$ cat config.mk
export PLATFORM = sky130hd
export DESIGN_NAME = cmp_table_loader_flat
export DESIGN_NICKNAME = d
export VERILOG_FILES = /design/src/rtl/cmp_table_loader_if.sv /design/src/rtl/cmp_table_loader.sv /design/src/flat_wrapper.sv
export SDC_FILE = /design/constraint.sdc
export NUM_CORES = 1
export LEC_CHECK = 0
export ABC_AREA = 1
export ABC_CLOCK_PERIOD_IN_PS = 3000
export CORE_MARGIN = 2
export CORE_UTILIZATION = 47
export DETAILED_ROUTE_END_ITERATION = 10
export HOLD_SLACK_MARGIN = 0.06
export PLACE_DENSITY = 0.66
export SETUP_SLACK_MARGIN = 0.4
export SYNTH_ARGS = -nofsm -noshare
export SYNTH_HDL_FRONTEND = slang
export SYNTH_SLANG_ARGS = --single-unit
$ cat constraint.sdc
create_clock -name clk -period 3 [get_ports clk]
set_input_delay 0.3 -clock clk [delete_from_list [all_inputs] [get_ports clk]]
set_output_delay 0.3 -clock clk [all_outputs]
set_load 0.005 [all_outputs]
$ cat src/rtl/cmp_table_loader_if.sv
`default_nettype none
// ============================================================================
//  Module      : cmp_table_loader_if
//  Description : Control, lookup-request and result signals of the
//                compare-table engine, grouped with master/slave views.
//  Revision    : 1.0 - initial release
// ============================================================================
interface cmp_table_loader_if #(
  parameter int W = 2
);
  logic         start;
  logic [W-1:0] a;
  logic [W-1:0] b;
  logic         req;
  logic         ready;
  logic         busy;
  logic         valid;
  logic         Lt;
  logic         Gt;
  logic         Eq;
  logic         err;

  // Requester side: issues start and lookups, observes results
  modport master (
    output start, a, b, req,
    input  ready, busy, valid, Lt, Gt, Eq, err
  );

  // Engine side
  modport slave (
    input  start, a, b, req,
    output ready, busy, valid, Lt, Gt, Eq, err
  );
endinterface
`default_nettype wire

$ cat src/rtl/cmp_table_loader.sv
`default_nettype none
// ============================================================================
//  Module      : cmp_table_loader
//  Description : Builds a {Lt,Gt,Eq} compare table for every (a,b) pair in an
//                internal RAM, reads it back to verify it, then serves
//                one-cycle registered lookups through a req/valid handshake.
//  Revision    : 1.0 - initial release
// ============================================================================
module cmp_table_loader #(
  parameter int W = 2
) (
  input  logic               clk,
  input  logic               rst,
  cmp_table_loader_if.slave  bus
);
  localparam int AW = 2 * W;
  localparam int D  = 1 << AW;

  typedef enum logic [1:0] {
    FILL   = 2'd0,
    VERIFY = 2'd1,
    READY  = 2'd2
  } state_t;

  state_t        state, state_next;
  logic [AW-1:0] idx, idx_next;
  logic          err_q, err_next;
  logic          ready_q, busy_q, valid_q;
  logic [2:0]    result_q;
  logic          we;
  logic          idx_last;
  logic [2:0]    fill_data;
  logic [2:0]    rd_data;
  logic [2:0]    mem [D];

  // Entry for an address: low half is a, high half is b, unsigned compare.
  function automatic logic [2:0] entry_of(input logic [AW-1:0] addr);
    logic [W-1:0] ea;
    logic [W-1:0] eb;
    ea = addr[W-1:0];
    eb = addr[AW-1:W];
    return {(ea < eb), (ea > eb), (ea == eb)};
  endfunction

  // The same recomputed entry feeds the FILL write and the VERIFY compare.
  assign fill_data = entry_of(idx);
  assign rd_data   = mem[idx];
  assign idx_last  = &idx;

  // Next-state logic: start overrides everything and restarts the build.
  always_comb begin
    state_next = state;
    idx_next   = idx;
    err_next   = err_q;
    we         = 1'b0;
    if (bus.start) begin
      state_next = FILL;
      idx_next   = '0;
      err_next   = 1'b0;
    end else begin
      case (state)
        FILL: begin
          we = 1'b1;
          if (idx_last) begin
            idx_next   = '0;
            state_next = VERIFY;
          end else begin
            idx_next = idx + 1'b1;
          end
        end
        VERIFY: begin
          if (rd_data != fill_data) err_next = 1'b1;
          // idx parks at D-1 on entering READY; it is not used there.
          if (idx_last) state_next = READY;
          else          idx_next   = idx + 1'b1;
        end
        READY: ;
        default: begin
          state_next = FILL;
          idx_next   = '0;
        end
      endcase
    end
  end

  // State, index, sticky error and registered status flags.
  always_ff @(posedge clk) begin
    if (rst) begin
      state   <= FILL;
      idx     <= '0;
      err_q   <= 1'b0;
      ready_q <= 1'b0;
      busy_q  <= 1'b1;
    end else begin
      state   <= state_next;
      idx     <= idx_next;
      err_q   <= err_next;
      ready_q <= (state_next == READY);
      busy_q  <= (state_next != READY);
    end
  end

  // Table RAM write port; contents need no reset since FILL rewrites all.
  always_ff @(posedge clk) begin
    if (we) mem[idx] <= fill_data;
  end

  // Lookup register: a request coinciding with start is dropped.
  always_ff @(posedge clk) begin
    if (rst) begin
      valid_q  <= 1'b0;
      result_q <= 3'b000;
    end else if ((state == READY) && bus.req && !bus.start) begin
      valid_q  <= 1'b1;
      result_q <= mem[{bus.b, bus.a}];
    end else begin
      valid_q  <= 1'b0;
    end
  end

  assign bus.ready = ready_q;
  assign bus.busy  = busy_q;
  assign bus.valid = valid_q;
  assign bus.err   = err_q;
  assign bus.Lt    = result_q[2];
  assign bus.Gt    = result_q[1];
  assign bus.Eq    = result_q[0];

endmodule
`default_nettype wire
$ cat src/flat_wrapper.sv
// flat-port wrapper written by rule: the top's interface ports become plain ports
module cmp_table_loader_flat 
#(
  parameter int W = 2
)
  (clk, rst, bus_start, bus_a, bus_b, bus_req, bus_ready, bus_busy, bus_valid, bus_Lt, bus_Gt, bus_Eq, bus_err);
  cmp_table_loader_if #(.W(W)) bus_i ();
  input  logic clk;
  input  logic rst;
  input wire logic [$bits(bus_i.start)-1:0] bus_start;
  input wire logic [$bits(bus_i.a)-1:0] bus_a;
  input wire logic [$bits(bus_i.b)-1:0] bus_b;
  input wire logic [$bits(bus_i.req)-1:0] bus_req;
  output wire logic [$bits(bus_i.ready)-1:0] bus_ready;
  output wire logic [$bits(bus_i.busy)-1:0] bus_busy;
  output wire logic [$bits(bus_i.valid)-1:0] bus_valid;
  output wire logic [$bits(bus_i.Lt)-1:0] bus_Lt;
  output wire logic [$bits(bus_i.Gt)-1:0] bus_Gt;
  output wire logic [$bits(bus_i.Eq)-1:0] bus_Eq;
  output wire logic [$bits(bus_i.err)-1:0] bus_err;
  assign bus_i.start = bus_start;
  assign bus_i.a = bus_a;
  assign bus_i.b = bus_b;
  assign bus_i.req = bus_req;
  assign bus_ready = bus_i.ready;
  assign bus_busy = bus_i.busy;
  assign bus_valid = bus_i.valid;
  assign bus_Lt = bus_i.Lt;
  assign bus_Gt = bus_i.Gt;
  assign bus_Eq = bus_i.Eq;
  assign bus_err = bus_i.err;
  cmp_table_loader #(.W(W)) u_core (.clk(clk), .rst(rst), .bus(bus_i));
endmodule
# == Yosys cells after proc, flatten, opt, wreduce, memory -nomap -nowiden ==
# Memories as Yosys holds them, arrays and structs flattened. A register that Yosys moved wholly into a read port is not among the register bits.
# Index checks and enable logic that the tools add are counted.
# word_totals
reg_bits,10
mem_bits_rw,48
input_bits,8
output_inout_bits,7
elab_cells,40
n_memories,1
# classes
n_addsub,1
magnitude_cmp,2
n_eq_ne,7
n_mux,14
bitwise,1
reduce_logical,8
# mem_list
name,words,word_bits,read_ports,rd_clocked_by_memory_dff,wr,line,text
u_core.mem,16,3,2,2,1,cmp_table_loader.sv:34,logic [2:0] mem [D];
# op_table
op,n
two-way mux 4 bit,4
case mux 4 bit (3 select lines),1
two-way mux 2 bit,3
case mux 2 bit (3 select lines),1
two-way mux 1 bit,5
"adder 4 x 1 -> 4 bit, second input constant",1
"== test 2 bit, second input constant",2
"!= test 2 bit, second input constant",2
AND reduction 2 bit,2
AND reduction 4 bit,1
!= test 3 bit,1
"== test 2 x 1 -> 1 bit, second input constant",1
== test 2 bit,1
> comparator 2 bit,1
logical AND 1 bit,2
logical NOT 2 bit,1
< comparator 2 bit,1
OR reduction 2 bit,1
logical NOT 1 bit,1
inverter 1 bit,1

# == Longest topological paths before layout ==
# depth
word_depth,5
mapped_depth,13

# == Worst setup path after synthesis ==
# No wires, ideal clock.
# synth_path
kind,reg2reg
from,register u_core.idx[3]
to,"register u_core.err_q, in the netlist u_core.bus.err"
setup_ps,120
arrival_time_ps,2089
t_required_ps,2880
setup_slack_ps,792
path_stages_with_launch,11
path_buffers,0
path_cell_list,dfxtp_1 inv_1 ha_1 a21oi_1 nor2_1 nand3_1 nand2_1 inv_1 nand3_1 nand2_1 a21oi_1
# synth_between
elab_chain_cells,3
elab_cells_between_ends,5
classes_between,order compare (2); eq/ne (2); reduce/logical (1)
# synth_rtl
item,line,text
"start, declared",cmp_table_loader.sv:26,"logic [AW-1:0] idx, idx_next;"
"start signal, assigned",cmp_table_loader.sv:96,idx <= idx_next;
< comparator 2 bit,cmp_table_loader.sv:42,"return {(ea < eb), (ea > eb), (ea == eb)};"
named net u_core.fill_data[2],cmp_table_loader.sv:32,logic [2:0] fill_data;
!= test 3 bit,cmp_table_loader.sv:72,if (rd_data != fill_data) err_next = 1'b1;
AND reduction 2 bit (no line),--,
"end signal, assigned",cmp_table_loader.sv:97,err_q <= err_next;
"end, declared",cmp_table_loader.sv:27,"logic err_q, err_next;"
# The timed path passes the listed nets, and every way through them passes these cells.
# A chain may end at the register's enable or synchronous reset.

# == Final worst setup path ==
# layout_path
from,register u_core.idx[0]
to,"register u_core.err_q, in the netlist u_core.bus.err"
# layout_between
elab_chain_cells,3
elab_cells_between_ends,5
classes_between,order compare (2); eq/ne (2); reduce/logical (1)
# layout_rtl
item,line
== test 2 bit,cmp_table_loader.sv:42
named net u_core.fill_data[0],cmp_table_loader.sv:32
!= test 3 bit,cmp_table_loader.sv:72
AND reduction 2 bit (no line),--
# The timed path passes the listed nets, and every way through them passes these cells.

==> key figures <==
Outcome
  – Outcome: complete, no violations

Clocking
  – Longest Clk Path Bufs: 2
  – Clk root buf: clkbuf_8
  – Clock latency on the worst-skew pair: 0.35 ns
  – Sink Count: 65
  – CTS clk-pin slew, worst paths: around 0.08 ns
  – Post-CTS Resized: 0
  – TritonCTS clock tree: built
  – Cts hold-fix bufs: 0
  – Total CTS buffers: 9
  – Post-CTS Setup Bufs: 0
  – CTS H-tree depth: 3

Setup path
  – Setup slack, reg-to-reg: ~1.1 ns
  – Capturing point of the worst reg2reg path: u_core.bus.err
  – Crit Path Class: reg -> reg
  – Crit path max fanout: 7
  – Worst setup EP type: flop
  – Arrival @ worst endpoint: around 2.2 ns
  – Critical path origin: u_core.idx[0]
  – Worst reg2reg path depth: 11
  – CP startpoint kind: flop
  – Worst path required time: 3.29 ns
  – RR Startpoint: u_core.idx[0]
  – Worst setup endpoint: u_core.bus.err

Logic synthesis
  – Yosys top cell area share: 0.4372
  – Flop and latch count out of synthesis: 65
  – Synth cell types: 23
  – Area contributors post-synth: edfxtp_1, dfxtp_1, nand3_1
  – Synth Cell Area: between 0.003 and 0.004 mm^2
  – Yosys warning count: 0
  – Post-Syn Instances: 378
  – Dominant cell type by area after synthesis: edfxtp_1
  – Syn Nets: a little under 400
  – Post-synthesis sequential area ratio: 0.5404
  – Average cell area after synthesis: about 8.7 um^2

Power
  – Pint: between 1 and 1.5 mW
  – Clock share of power: 0.409
  – Leakage power total: 1.477 nW
  – Combinational share of power: 0.080
  – VDD IR-drop max: approximately 330 uV
  – Sw Ratio: 0.2434
  – Switching power: about 0.47 mW
  – P per Cell Area: between 500 and 600 mW/mm^2
  – Part of the power in registers: 0.511

Global routing
  – Largest net degree at the start of global routing: 40
  – First-pass GRT wire length: between 10000 and 15000 um
  – GRT overflow: 0
  – Initial antenna violation count: 0
  – Total GRT Usage: 0.2150
  – Vias in the first global route: approximately 2500

Drt
  – Vias/cell: 5.288
  – Final wirelength: roughly 7700 um
  – Antenna Nets Post-Route: 0
  – First-pass iteration count of the detailed router: 8
  – Starting DRT DRC Count: about 290
  – Post-route DRC: 0
  – Routed vias: ~2600
  – Wirelength per Cell: about 15 um

Timing
  – Tmin final: roughly 1.9 ns
  – Slew Limit Headroom: 0.6293
  – Transition time of the tightest slew-check pin: between 0.5 and 0.6 ns
  – Final setup viols: 0
  – Max-slew violation count: 0
  – Fmax: 0.5224 GHz
  – RSZ-0062 raised after global routing: false
  – Setup ws final: between 1 and 1.5 ns
  – Setup Skew: 0.009496 ns
  – Fin Setup TNS: 0 ns
  – Final Hold Fails: 0
  – Period utilisation layout: 0.6381

Floorplan
  – Row count: 30
  – Die width: slightly below 90 um
  – Core Footprint: a little under 0.007 mm^2
  – Initial core utilization: 0.4853
  – Top-Level Pins: 15
  – Die ar.: 0.007701 mm^2
  – Die Y: 87.76 um

Placement
  – I/O Buffers: 14
  – Pre-CTS WS: between 0.9 and 1 ns
  – Dpl hpwl: between 5000 and 6000 um
  – GPL Wtd Cong: around 0.92

Finish
  – Antenna fix cells: 0
  – Fill cell count: around 600
  – Nets: around 410
  – Syn-to-layout area delta: 12.14%
  – Most frequent cells in the layout: nand2_1, inv_1, nand3_1
  – Layout cells sized above 1: 0.06250
  – Most common cell after layout, fill and taps aside: nand2_1

Run
  – Max Cap Viol: 0

Hold path
  – Worst Hold Class: reg -> reg
per-layer routing:
layer	share of wire	wire length, um	GRT usage	up-vias
met5	0	0	0	-
met2	0.44	3394	0.3202	100
met3	0.057	439	0.04147	24
met1	0.47	3576	0.2891	1210
met4	0.034	260	0.1343	0
li1	-	-	-	1289
how the worst min path moves through the flow:
stage                        start  cells past startpoint                to
finish              u_core.bus.err                      2    u_core.bus.err
detailed placement  u_core.bus.err                      2    u_core.bus.err
floorplan                      rst                      1  u_core.bus.valid
CTS                 u_core.bus.err                      2    u_core.bus.err
global placement    u_core.bus.err                      2    u_core.bus.err
global route        u_core.bus.err                      2    u_core.bus.err
cells by family after synthesis:
kind of cell	share of synthesized area
AOI/OAI and AO/OA	0.1078
xor gates and xnor gates	0.007971
adders and majority gates	0.02277
buffers and inverters	0.1085
DFF	0.5404
and+or+nand+nor	0.2125
cell usage after synthesis, drive strengths merged:
library cell and instances:
a211oi 1, a21oi 27, buf 13, clkbuf 1, dfxtp 17, edfxtp 48
ha 6, inv 63, nand2 65, nand3 54, nor2 31, nor3 4
o211ai 8, o21ai 27, o221ai 1, o32ai 1, or2 8, xnor2 1
xor2 2
power groups by stage:
stage               combinational, mW  clock (mW)  sequential, mW
floorplan                       0.113           0           0.999
global placement                0.152           0            1.00
detailed placement              0.153           0            1.00
CTS                             0.154       0.793           0.981
global route                    0.174       0.827           0.982
finish                          0.154       0.786           0.981
cell type report:
type                            count  area (um^2)  area share
Sequential cell                    65         1782      0.4819
Multi-Input combinational cell    236         1157      0.3130
Inverter                           63        236.5     0.06396
Clock buffer                       12        187.7     0.05076
Timing Repair Buffer               20        185.2     0.05008
Tap cell                           96        120.1     0.03249
Clock inverter                      4        28.78    0.007783
stage by stage:
stage	util	power, mW	hold WS [ns]	instance area, um^2	cells
5_1_grt	0.5442	1.983	0.4753	3697	496
3_5_place_dp	0.5123	1.155	0.4551	3481	480
6_report	0.5442	1.921	0.4653	3697	496
3_3_place_gp	0.5123	1.153	0.4375	3481	480
4_1_cts	0.5442	1.928	0.4689	3697	496
2_1_floorplan	-	1.112	0.3724	3297	378
critical path, cell delays in order, from the launching register on:
cell and delay (ns):
dfxtp_1 0.43, inv_1 0.12, ha_1 0.31, nand2_1 0.10, inv_1 0.06, nor2_1 0.36, nand3_1 0.13, nand2_1 0.08
inv_1 0.04, nand3_1 0.06, nand2_1 0.05, a21oi_1 0.11
state kept, by name, summed over array words and instances, names as in the netlist, named ones only:
signal            count
u_core.idx            4
u_core.bus.err        1
u_core.result_q       3
u_core.state          2
u_core.bus.busy       1
u_core.mem           48
u_core.bus.ready      1
u_core.bus.valid      1
Note: power is estimated with default switching activity, not from simulation.
